## src/rtl/ex_mem_ctl_pkg.sv

```systemverilog
// Package: ex_mem_ctl_pkg
// Shared constants and helpers for the Y86 EX->MEM pipeline register.
//   - Default field widths (byte / word).
//   - Y86 encodings used by the bubble image: INOP, RNONE, SBUB, SAOK.
//   - Per-edge control action enum and its priority decoder.
//   - Event counter indices for the generate loop in the top.
package ex_mem_ctl_pkg;

    localparam int BYTE_W     = 8;
    localparam int WORD_W_DEF = 32;
    localparam int STAT_W_DEF = 3;
    localparam int CNT_W_DEF  = 16;

    // Y86 encodings; the top casts them to its configured field widths.
    localparam int unsigned INOP  = 1;
    localparam logic [3:0]  RNONE = 4'hF;
    localparam int unsigned SBUB  = 0;
    localparam int unsigned SAOK  = 1;

    // What the register does on a given edge.
    typedef enum logic [1:0] {
        CTL_LOAD   = 2'd0,
        CTL_STALL  = 2'd1,
        CTL_BUBBLE = 2'd2,
        CTL_RESET  = 2'd3
    } ctl_e;

    // Event counter slots.
    localparam int EV_STALL  = 0;
    localparam int EV_BUBBLE = 1;
    localparam int EV_NUM    = 2;

    // Priority: rst > bubble > stall > load.
    function automatic ctl_e decode_ctl(input logic rst, input logic stall, input logic bubble);
        ctl_e c;
        if (rst)
            c = CTL_RESET;
        else if (bubble)
            c = CTL_BUBBLE;
        else if (stall)
            c = CTL_STALL;
        else
            c = CTL_LOAD;
        return c;
    endfunction

endpackage

```

## src/rtl/ex_mem_ctl_if.sv

```systemverilog
// Interface: ex_mem_ctl_if
// Bundles the EX->MEM register's data and control signals.
//   master : execute stage / hazard unit side (drives ex_* and control, reads mem_* and status)
//   slave  : the pipeline register itself
// Signals:
//   M_stall, M_bubble         control bits for this edge
//   ex_*  / e_Cnd_i           E-stage fields
//   mem_* / M_Cnd_o           registered M-stage fields
//   stall_cnt, bubble_cnt     saturating event counters
//   ctl_err                   sticky stall+bubble conflict flag
interface ex_mem_ctl_if
    import ex_mem_ctl_pkg::*;
#(
    parameter int WORD_W  = WORD_W_DEF,
    parameter int ICODE_W = BYTE_W,
    parameter int REGID_W = BYTE_W,
    parameter int STAT_W  = STAT_W_DEF,
    parameter int CNT_W   = CNT_W_DEF
);
    logic               M_stall;
    logic               M_bubble;

    logic [ICODE_W-1:0] ex_icode;
    logic [WORD_W-1:0]  ex_valA;
    logic [WORD_W-1:0]  ex_valP;
    logic [WORD_W-1:0]  ex_valE;
    logic [REGID_W-1:0] ex_dstE;
    logic [REGID_W-1:0] ex_dstM;
    logic               e_Cnd_i;
    logic [STAT_W-1:0]  ex_stat;

    logic [ICODE_W-1:0] mem_icode;
    logic [WORD_W-1:0]  mem_valA;
    logic [WORD_W-1:0]  mem_valP;
    logic [WORD_W-1:0]  mem_valE;
    logic [REGID_W-1:0] mem_dstE;
    logic [REGID_W-1:0] mem_dstM;
    logic               M_Cnd_o;
    logic [STAT_W-1:0]  mem_stat;

    logic [CNT_W-1:0]   stall_cnt;
    logic [CNT_W-1:0]   bubble_cnt;
    logic               ctl_err;

    modport master (
        output M_stall, M_bubble,
        output ex_icode, ex_valA, ex_valP, ex_valE, ex_dstE, ex_dstM, e_Cnd_i, ex_stat,
        input  mem_icode, mem_valA, mem_valP, mem_valE, mem_dstE, mem_dstM, M_Cnd_o, mem_stat,
        input  stall_cnt, bubble_cnt, ctl_err
    );

    modport slave (
        input  M_stall, M_bubble,
        input  ex_icode, ex_valA, ex_valP, ex_valE, ex_dstE, ex_dstM, e_Cnd_i, ex_stat,
        output mem_icode, mem_valA, mem_valP, mem_valE, mem_dstE, mem_dstM, M_Cnd_o, mem_stat,
        output stall_cnt, bubble_cnt, ctl_err
    );

endinterface

```

## src/rtl/ex_mem_ctl_sat_counter.sv

```systemverilog
// Module: sat_counter
// Saturating up-counter: increments on each edge with inc high, sticks at
// all-ones, clears on synchronous active-high rst.
// Ports:
//   clk    in   1      clock
//   rst    in   1      synchronous active-high reset
//   inc    in   1      count this edge
//   count  out  CNT_W  current count (registered)
module sat_counter #(
    parameter int CNT_W = 16
) (
    input  logic             clk,
    input  logic             rst,
    input  logic             inc,
    output logic [CNT_W-1:0] count
);

    logic [CNT_W-1:0] count_reg;

    always_ff @(posedge clk) begin
        if (rst)
            count_reg <= '0;
        else if (inc && (count_reg != {CNT_W{1'b1}}))
            count_reg <= count_reg + 1'b1;
    end

    assign count = count_reg;

endmodule

```

## src/rtl/ex_mem_ctl.sv

```systemverilog
// Module: ex_mem_ctl
// Y86 EX->MEM pipeline register with stall/bubble control, saturating
// stall/bubble event counters and a sticky stall+bubble conflict flag.
// Ports:
//   clk   in     1                  clock, all state on posedge
//   rst   in     1                  synchronous active-high reset (loads bubble image)
//   bus   slave  ex_mem_ctl_if      control, ex_* inputs, mem_* outputs, counters, ctl_err
// Every output comes straight from a flop.
module ex_mem_ctl
    import ex_mem_ctl_pkg::*;
#(
    parameter int WORD_W  = WORD_W_DEF,
    parameter int ICODE_W = BYTE_W,
    parameter int REGID_W = BYTE_W,
    parameter int STAT_W  = STAT_W_DEF,
    parameter int CNT_W   = CNT_W_DEF
) (
    input  logic         clk,
    input  logic         rst,
    ex_mem_ctl_if.slave  bus
);

    // Bubble image values at the configured widths.
    localparam logic [ICODE_W-1:0] ICODE_NOP  = ICODE_W'(INOP);
    localparam logic [REGID_W-1:0] REG_NONE   = REGID_W'(RNONE);
    localparam logic [STAT_W-1:0]  STAT_BUB   = STAT_W'(SBUB);

    ctl_e ctl;

    logic [ICODE_W-1:0] icode_reg;
    logic [WORD_W-1:0]  val_a_reg;
    logic [WORD_W-1:0]  val_p_reg;
    logic [WORD_W-1:0]  val_e_reg;
    logic [REGID_W-1:0] dst_e_reg;
    logic [REGID_W-1:0] dst_m_reg;
    logic               cnd_reg;
    logic [STAT_W-1:0]  stat_reg;
    logic               ctl_err_reg;

    logic [EV_NUM-1:0]  cnt_inc;
    logic [CNT_W-1:0]   cnt_val [EV_NUM];

    always_comb begin
        ctl = decode_ctl(rst, bus.M_stall, bus.M_bubble);
    end

    // Only the applied action counts: a stall that loses to a bubble is not a stall.
    always_comb begin
        cnt_inc            = '0;
        cnt_inc[EV_STALL]  = (ctl == CTL_STALL);
        cnt_inc[EV_BUBBLE] = (ctl == CTL_BUBBLE);
    end

    always_ff @(posedge clk) begin
        case (ctl)
            CTL_RESET, CTL_BUBBLE: begin
                icode_reg <= ICODE_NOP;
                val_a_reg <= '0;
                val_p_reg <= '0;
                val_e_reg <= '0;
                dst_e_reg <= REG_NONE;
                dst_m_reg <= REG_NONE;
                cnd_reg   <= 1'b0;
                stat_reg  <= STAT_BUB;
            end
            CTL_LOAD: begin
                icode_reg <= bus.ex_icode;
                val_a_reg <= bus.ex_valA;
                val_p_reg <= bus.ex_valP;
                val_e_reg <= bus.ex_valE;
                dst_e_reg <= bus.ex_dstE;
                dst_m_reg <= bus.ex_dstM;
                cnd_reg   <= bus.e_Cnd_i;
                stat_reg  <= bus.ex_stat;
            end
            default: begin
                // CTL_STALL: every field holds.
            end
        endcase
    end

    // Conflict is flagged on the raw control bits, then held until reset.
    always_ff @(posedge clk) begin
        if (rst)
            ctl_err_reg <= 1'b0;
        else if (bus.M_stall && bus.M_bubble)
            ctl_err_reg <= 1'b1;
    end

    genvar gi;
    generate
        for (gi = 0; gi < EV_NUM; gi++) begin : g_ev_cnt
            sat_counter #(.CNT_W(CNT_W)) u_cnt (
                .clk   (clk),
                .rst   (rst),
                .inc   (cnt_inc[gi]),
                .count (cnt_val[gi])
            );
        end
    endgenerate

    assign bus.mem_icode  = icode_reg;
    assign bus.mem_valA   = val_a_reg;
    assign bus.mem_valP   = val_p_reg;
    assign bus.mem_valE   = val_e_reg;
    assign bus.mem_dstE   = dst_e_reg;
    assign bus.mem_dstM   = dst_m_reg;
    assign bus.M_Cnd_o    = cnd_reg;
    assign bus.mem_stat   = stat_reg;
    assign bus.stall_cnt  = cnt_val[EV_STALL];
    assign bus.bubble_cnt = cnt_val[EV_BUBBLE];
    assign bus.ctl_err    = ctl_err_reg;

endmodule

```

## src/flat_wrapper.sv

```systemverilog
// flat-port wrapper written by rule: the top's interface ports become plain ports
module ex_mem_ctl_flat import ex_mem_ctl_pkg::*;
#(
    parameter int WORD_W  = WORD_W_DEF,
    parameter int ICODE_W = BYTE_W,
    parameter int REGID_W = BYTE_W,
    parameter int STAT_W  = STAT_W_DEF,
    parameter int CNT_W   = CNT_W_DEF
)
  (clk, rst, bus_M_stall, bus_M_bubble, bus_ex_icode, bus_ex_valA, bus_ex_valP, bus_ex_valE, bus_ex_dstE, bus_ex_dstM, bus_e_Cnd_i, bus_ex_stat, bus_mem_icode, bus_mem_valA, bus_mem_valP, bus_mem_valE, bus_mem_dstE, bus_mem_dstM, bus_M_Cnd_o, bus_mem_stat, bus_stall_cnt, bus_bubble_cnt, bus_ctl_err);
  ex_mem_ctl_if #(.WORD_W(WORD_W), .ICODE_W(ICODE_W), .REGID_W(REGID_W), .STAT_W(STAT_W), .CNT_W(CNT_W)) bus_i ();
  input  logic clk;
  input  logic rst;
  input wire logic [$bits(bus_i.M_stall)-1:0] bus_M_stall;
  input wire logic [$bits(bus_i.M_bubble)-1:0] bus_M_bubble;
  input wire logic [$bits(bus_i.ex_icode)-1:0] bus_ex_icode;
  input wire logic [$bits(bus_i.ex_valA)-1:0] bus_ex_valA;
  input wire logic [$bits(bus_i.ex_valP)-1:0] bus_ex_valP;
  input wire logic [$bits(bus_i.ex_valE)-1:0] bus_ex_valE;
  input wire logic [$bits(bus_i.ex_dstE)-1:0] bus_ex_dstE;
  input wire logic [$bits(bus_i.ex_dstM)-1:0] bus_ex_dstM;
  input wire logic [$bits(bus_i.e_Cnd_i)-1:0] bus_e_Cnd_i;
  input wire logic [$bits(bus_i.ex_stat)-1:0] bus_ex_stat;
  output wire logic [$bits(bus_i.mem_icode)-1:0] bus_mem_icode;
  output wire logic [$bits(bus_i.mem_valA)-1:0] bus_mem_valA;
  output wire logic [$bits(bus_i.mem_valP)-1:0] bus_mem_valP;
  output wire logic [$bits(bus_i.mem_valE)-1:0] bus_mem_valE;
  output wire logic [$bits(bus_i.mem_dstE)-1:0] bus_mem_dstE;
  output wire logic [$bits(bus_i.mem_dstM)-1:0] bus_mem_dstM;
  output wire logic [$bits(bus_i.M_Cnd_o)-1:0] bus_M_Cnd_o;
  output wire logic [$bits(bus_i.mem_stat)-1:0] bus_mem_stat;
  output wire logic [$bits(bus_i.stall_cnt)-1:0] bus_stall_cnt;
  output wire logic [$bits(bus_i.bubble_cnt)-1:0] bus_bubble_cnt;
  output wire logic [$bits(bus_i.ctl_err)-1:0] bus_ctl_err;
  assign bus_i.M_stall = bus_M_stall;
  assign bus_i.M_bubble = bus_M_bubble;
  assign bus_i.ex_icode = bus_ex_icode;
  assign bus_i.ex_valA = bus_ex_valA;
  assign bus_i.ex_valP = bus_ex_valP;
  assign bus_i.ex_valE = bus_ex_valE;
  assign bus_i.ex_dstE = bus_ex_dstE;
  assign bus_i.ex_dstM = bus_ex_dstM;
  assign bus_i.e_Cnd_i = bus_e_Cnd_i;
  assign bus_i.ex_stat = bus_ex_stat;
  assign bus_mem_icode = bus_i.mem_icode;
  assign bus_mem_valA = bus_i.mem_valA;
  assign bus_mem_valP = bus_i.mem_valP;
  assign bus_mem_valE = bus_i.mem_valE;
  assign bus_mem_dstE = bus_i.mem_dstE;
  assign bus_mem_dstM = bus_i.mem_dstM;
  assign bus_M_Cnd_o = bus_i.M_Cnd_o;
  assign bus_mem_stat = bus_i.mem_stat;
  assign bus_stall_cnt = bus_i.stall_cnt;
  assign bus_bubble_cnt = bus_i.bubble_cnt;
  assign bus_ctl_err = bus_i.ctl_err;
  ex_mem_ctl #(.WORD_W(WORD_W), .ICODE_W(ICODE_W), .REGID_W(REGID_W), .STAT_W(STAT_W), .CNT_W(CNT_W)) u_core (.clk(clk), .rst(rst), .bus(bus_i));
endmodule
```

## config.mk

```make
export PLATFORM = sky130hd
export DESIGN_NAME = ex_mem_ctl_flat
export DESIGN_NICKNAME = d
export VERILOG_FILES = /design/src/rtl/ex_mem_ctl_pkg.sv /design/src/rtl/ex_mem_ctl_if.sv /design/src/rtl/ex_mem_ctl_sat_counter.sv /design/src/rtl/ex_mem_ctl.sv /design/src/flat_wrapper.sv
export SDC_FILE = /design/constraint.sdc
export NUM_CORES = 1
export LEC_CHECK = 0
export CORE_MARGIN = 2
export CORE_UTILIZATION = 41
export DETAILED_ROUTE_END_ITERATION = 12
export PLACE_DENSITY = 0.8
export SLEW_MARGIN = 40
export SYNTH_ARGS = -nofsm -noshare
export SYNTH_HDL_FRONTEND = slang
export SYNTH_SLANG_ARGS = --single-unit
```

## constraint.sdc

```tcl
create_clock -name clk -period 14 [get_ports clk]
set_input_delay 3.5 -clock clk [delete_from_list [all_inputs] [get_ports clk]]
set_output_delay 3.5 -clock clk [all_outputs]
set_load 0.05 [all_outputs]
```

# --- Word level (Yosys, flattened, before mapping) ---
# Cells that the tools add are included.
op_classes:
  n_addsub: 2
  multipliers: 0
  div: 0
  n_lt_le_gt_ge: 0
  eq_ne: 5
  n_shift: 0
  n_mux: 11
  n_bitwise: 0
  n_reduce_logical: 6
op_table:
  columns: ["cell", "n"]
  rows:
  - ["$pmux W32 S2", 3]
  - ["$pmux W8 S2", 3]
  - ["$add A16 B1 Y16 const B", 2]
  - ["$ne A16 B16 Y1 const B", 2]
  - ["$pmux W3 S2", 1]
  - ["$eq A2 B2 Y1 const B", 2]
  - ["$mux W2", 2]
  - ["$logic_and A1 B1 Y1", 3]
  - ["$eq A2 B1 Y1 const B", 1]
  - ["$logic_not A2 Y1", 1]
  - ["$pmux W1 S2", 1]
  - ["$reduce_bool A2 Y1", 1]
  - ["$reduce_or A2 Y1", 1]
  - ["$mux W1", 1]
totals:
  reg_bits: 157
  latch_bits: 0
  ram_bits: 0
  rom_bits: 0
  inputBits: 128
  out_inout_bits: 157
  word_cells: 35
  memories: 0

# --- Logic depth before layout (Yosys ltp) ---
depth:
  word_depth: 6
  depth_mapped: 6
  mapped_depth_nobuf: 5

# --- By module ---
# A second synthesis with hierarchy kept.
unflattened:
  hier_cells: 467
  area_unflattened_um2: 6333.6
modules_own_cells:
  columns: ["module", "n_inst", "cells_per_inst", "area_per_inst_um2", "seq_area_each_um2"]
  rows:
  - ["ex_mem_ctl", 1, 269, 4636.9, 3743.6]
  - ["sat_counter", 2, 99, 848.3, 320.3]

# --- Least setup slack after synthesis ---
# No wires, ideal clock.
synth_path:
  path_kind: "input -> register"
  from: "input bus_M_bubble"
  to: "register u_core.g_ev_cnt[0].u_cnt.count_reg[14]"
  t_arrival_ns: 6.726
  required_ns: 13.868
  setup_slack_ns: 7.143
  stages: 6
  n_path_buf: 1
  cell_sequence: "buf_6 nor3b_4 inv_1 nor4_1 a31oi_1 nor3_1"
synth_via:
  elab_chain_cells: 4
synth_lines:
  columns: ["element", "line_no", "text"]
  rows:
  - ["start: declaration", "flat_wrapper.sv:15", "input wire logic [$bits(bus_i.M_bubble)-1:0] bus_M_bubble;"]
  - ["$mux W2", "ex_mem_ctl_pkg.sv:38", "else if (bubble)"]
  - ["$mux W2", "ex_mem_ctl_pkg.sv:36", "if (rst)"]
  - ["$eq A2 B1 Y1", "ex_mem_ctl.sv:50", "cnt_inc[EV_STALL] = (ctl == CTL_STALL);"]
  - ["$logic_and A1 B1 Y1", "ex_mem_ctl_sat_counter.sv:23", "else if (inc && (count_reg != {CNT_W{1'b1}}))"]
  - ["end signal: assignment", "ex_mem_ctl_sat_counter.sv:24", "count_reg <= count_reg + 1'b1;"]
  - ["end: declaration", "ex_mem_ctl_sat_counter.sv:18", "logic [CNT_W-1:0] count_reg;"]
# No other way between the ends.
# A chain may end at the register's enable or synchronous reset.

# --- Worst setup path after layout ---
# Same ends and word-level chain as after synthesis.

==> qor.yml <==
sta:
  timing.final.crit_period_ns: 5.82
  period_share_pct: 41.5
  fin_hold_ws_ns: 0.471
  slew_headroom_pct: 47.0
  slew_viol_final: 0
  setup_slack_ns: 8.18
  setup_viol: 0
  grt_setup_unrepaired: "no"
  fin_tns_setup_ns: 0
  fin_skew_ns: 0.00536
  worstMarginPinSlew_ns: 0.796
  max_freq_mhz: 172
  hold_violations: 0
pwr:
  p_leak_nw: 3.67
  clkPwrFrac_pct: 41.3
  p_int_uw: 933
  power_frac_comb_pct: 15.4
  switching_share_pct: 24.4
  p_sw_uw: 300
  power.density_nw_per_um2: 124
  power.share.sequential_pct: 43.3
  irDropWorstVdd_v: 0.0000794
clock_network:
  path_clk_slew_ns: 0.06
  cts.htree.levels: 4
  cts_buffers: 17
  cts_resized: 0
  cts_tree: "built"
  cts_hold_buf: 0
  postCtsSetupBuffers: 0
  cts_buffer_depth: 2
  root_buffer: "clkbuf_16"
  clkLatencyLatePin_ns: 0.41
  cts_sinks: 157
logic_synthesis:
  netlist_top_cells_area: "edfxtp_1 59%, and2_1 11%, dfxtp_1 11%"
  ys_top_cells_by_count: "124 x edfxtp_1, 115 x and2_1, 33 x dfxtp_1"
  synth_top_area_cell: "edfxtp_1"
  yosysMostFrequentCell: "edfxtp_1"
  synth.avg_cell_area_sq_um: 13.7
  synth_nets: 590
  synth-seq-cells: 157
  async_reset_ff_share_pct: 0
  ys_seq_area_share_pct: 69.8
  synth-edff-count: 124
  syn-cell-area_sq_um: 6280
  ys.flop_type: "edfxtp_1"
  synth.top_cell.area_share_pct: 59.2
  synthCells: 460
  yosys_warnings: 0
  ys_types: 49
layout:
  fill_cells: 1104
  design_area_sq_um: 9970
  antenna_cells: 0
  num-nets-final: 876
  final_cells: 946
  drive_gt1_share_pct: 6.33
  syn_to_final_growth_pct: 58.6
drt:
  remaining_drc_errors: 0
  wl_per_cell_um: 19.7
  first_iter_violations: 299
  drt_wl_total_um: 18600
  vias: 4821
  ant_nets: 0
  dr.pass1.iters: 4
  post_drt_via_cell_ratio: 5.10
floorplan:
  rows: 45
  die_w_um: 128
  core_sq_um: 15100
  dieArea_sq_um: 16300
  start_util_pct: 41.7
  io_pins: 285
  die_h_um: 128
global_route:
  track_usage_pct: 22.0
  antenna_found_initial: 0
  first_global_vias: 4730
  gr-total-overflow: 0
  grt_pass1_wl_um: 26800
  grt_max_degree: 125
place:
  placed_area_sq_um: 9310
  dp_slack_ns: 7.75
  numPortBuffers: 284
  dp.cells: 915
  hpwl_um: 13200
  place.gp.congestion: 0.866
hold_path:
  hp-class: "reg -> reg"
setup_path:
  crit_path_end_kind: "flip-flop"
  worstPathArrival_ns: 6.14
  startpoint_type: "input pin"
  worstPathRequired_ns: 14.32
  critical_path_class: "in -> reg"
  crit_fanout: 85
job:
  max_cap_viol_count: 0
outcome:
  outcome: "finished, final reports clean"
-- layout by cell type (no fill, tap or decap), types with 2 or more instances in the layout --
cell | synthesis | final
clkdlybuf4s50_1 | 0 | 284
edfxtp_1 | 124 | 124
and2_1 | 115 | 115
dfxtp_1 | 33 | 33
clkbuf_16 | 0 | 17
a21oi_1 | 15 | 15
nand2_1 | 15 | 15
nand3_1 | 12 | 12
nor2_1 | 12 | 12
nand2b_1 | 10 | 10
o21ai_0 | 9 | 9
or3_1 | 7 | 7
or4_1 | 7 | 7
nor3_1 | 7 | 7
o41ai_1 | 7 | 7
o31ai_1 | 6 | 6
inv_1 | 7 | 6
o311ai_0 | 6 | 6
bufinv_16 | 0 | 6
nand4_1 | 4 | 4
nor2b_1 | 3 | 3
mux2_2 | 3 | 3
nor4_1 | 4 | 3
mux2i_1 | 3 | 3
clkinv_2 | 0 | 3
nand4_4 | 2 | 2
or2_0 | 2 | 2
a2111oi_0 | 2 | 2
a211oi_1 | 2 | 2
and3_1 | 2 | 2
ha_1 | 2 | 2
clkinv_4 | 0 | 2
buf_4 | 2 | 2
buf_6 | 1 | 2
-- logic make-up after synthesis --
| kind of cell | count (synthesis) | share of synthesized area [%] |
|---|---|---|
| AO/OA/AOI/OAI | 53 | 5.75 |
| XOR/XNOR | 1 | 0.139 |
| adder cells (fa/ha/maj) | 2 | 0.398 |
| buffers and inverters | 29 | 2.03 |
| flip-flops | 157 | 69.8 |
| multiplexers | 6 | 1.02 |
| AND/OR/NAND/NOR | 212 | 20.9 |
-- metal layers --
layer	wire length, um	vias to the layer above	GRT usage (%)
met4	548	0	9.63
met5	0	-	0
met2	9380	212	37.2
met1	7410	2313	26.2
li1	-	2263	-
met3	1280	33	6.47
-- cell type report --
type	count	area (sq um)	share of cell area, %
clock inverters	13	221	2.22
multi-input cells	274	1790	17.9
flip-flops and latches	157	4380	44.0
well taps	188	235	2.36
repair buffers	288	2880	28.9
inverters	8	32.5	0.326
clock buffers	18	429	4.31
-- metrics by stage --
| step | util, % | power, mW |
|---|---|---|
| 2_1_floorplan | - | 0.646 |
| 3_3_place_gp | 61.7 | 0.731 |
| 3_5_place_dp | 61.7 | 0.734 |
| 4_1_cts | 66.0 | 1.24 |
| 5_1_grt | 66.1 | 1.27 |
| 6_report | 66.1 | 1.23 |
-- worst max-delay path, cell delays in order --
cell             delay, ns
clkdlybuf4s50_1       0.62
nor3b_4               0.47
inv_4                 0.30
buf_6                 0.42
nor4_1                0.48
a31oi_1               0.14
nor3_1                0.17
-- worst paths after layout --
kind / startpoint / to / slack (ns) / cells after the start
worst max-delay path: bus_M_bubble / u_core.g_ev_cnt[0].u_cnt.count[14] / 8.18 / 7
worst min-delay path: u_core.bus.ctl_err / u_core.bus.ctl_err / 0.47 / 2
worst max register to register: u_core.g_ev_cnt[0].u_cnt.count[0] / u_core.g_ev_cnt[0].u_cnt.count[1] / 11.89 / 6
worst min register to register: u_core.bus.ctl_err / u_core.bus.ctl_err / 0.47 / 2
-- power groups by stage --
| stage | Combinational [mW] | Clock (mW) | Sequential, mW |
|---|---|---|---|
| 2_1_floorplan | 0.0174 | 0 | 0.628 |
| 3_3_place_gp | 0.188 | 0 | 0.543 |
| 3_5_place_dp | 0.189 | 0 | 0.544 |
| 4_1_cts | 0.191 | 0.518 | 0.535 |
| 5_1_grt | 0.196 | 0.537 | 0.536 |
| 6_report | 0.189 | 0.509 | 0.534 |
No activity file was read; power rests on OpenSTA's default activity.
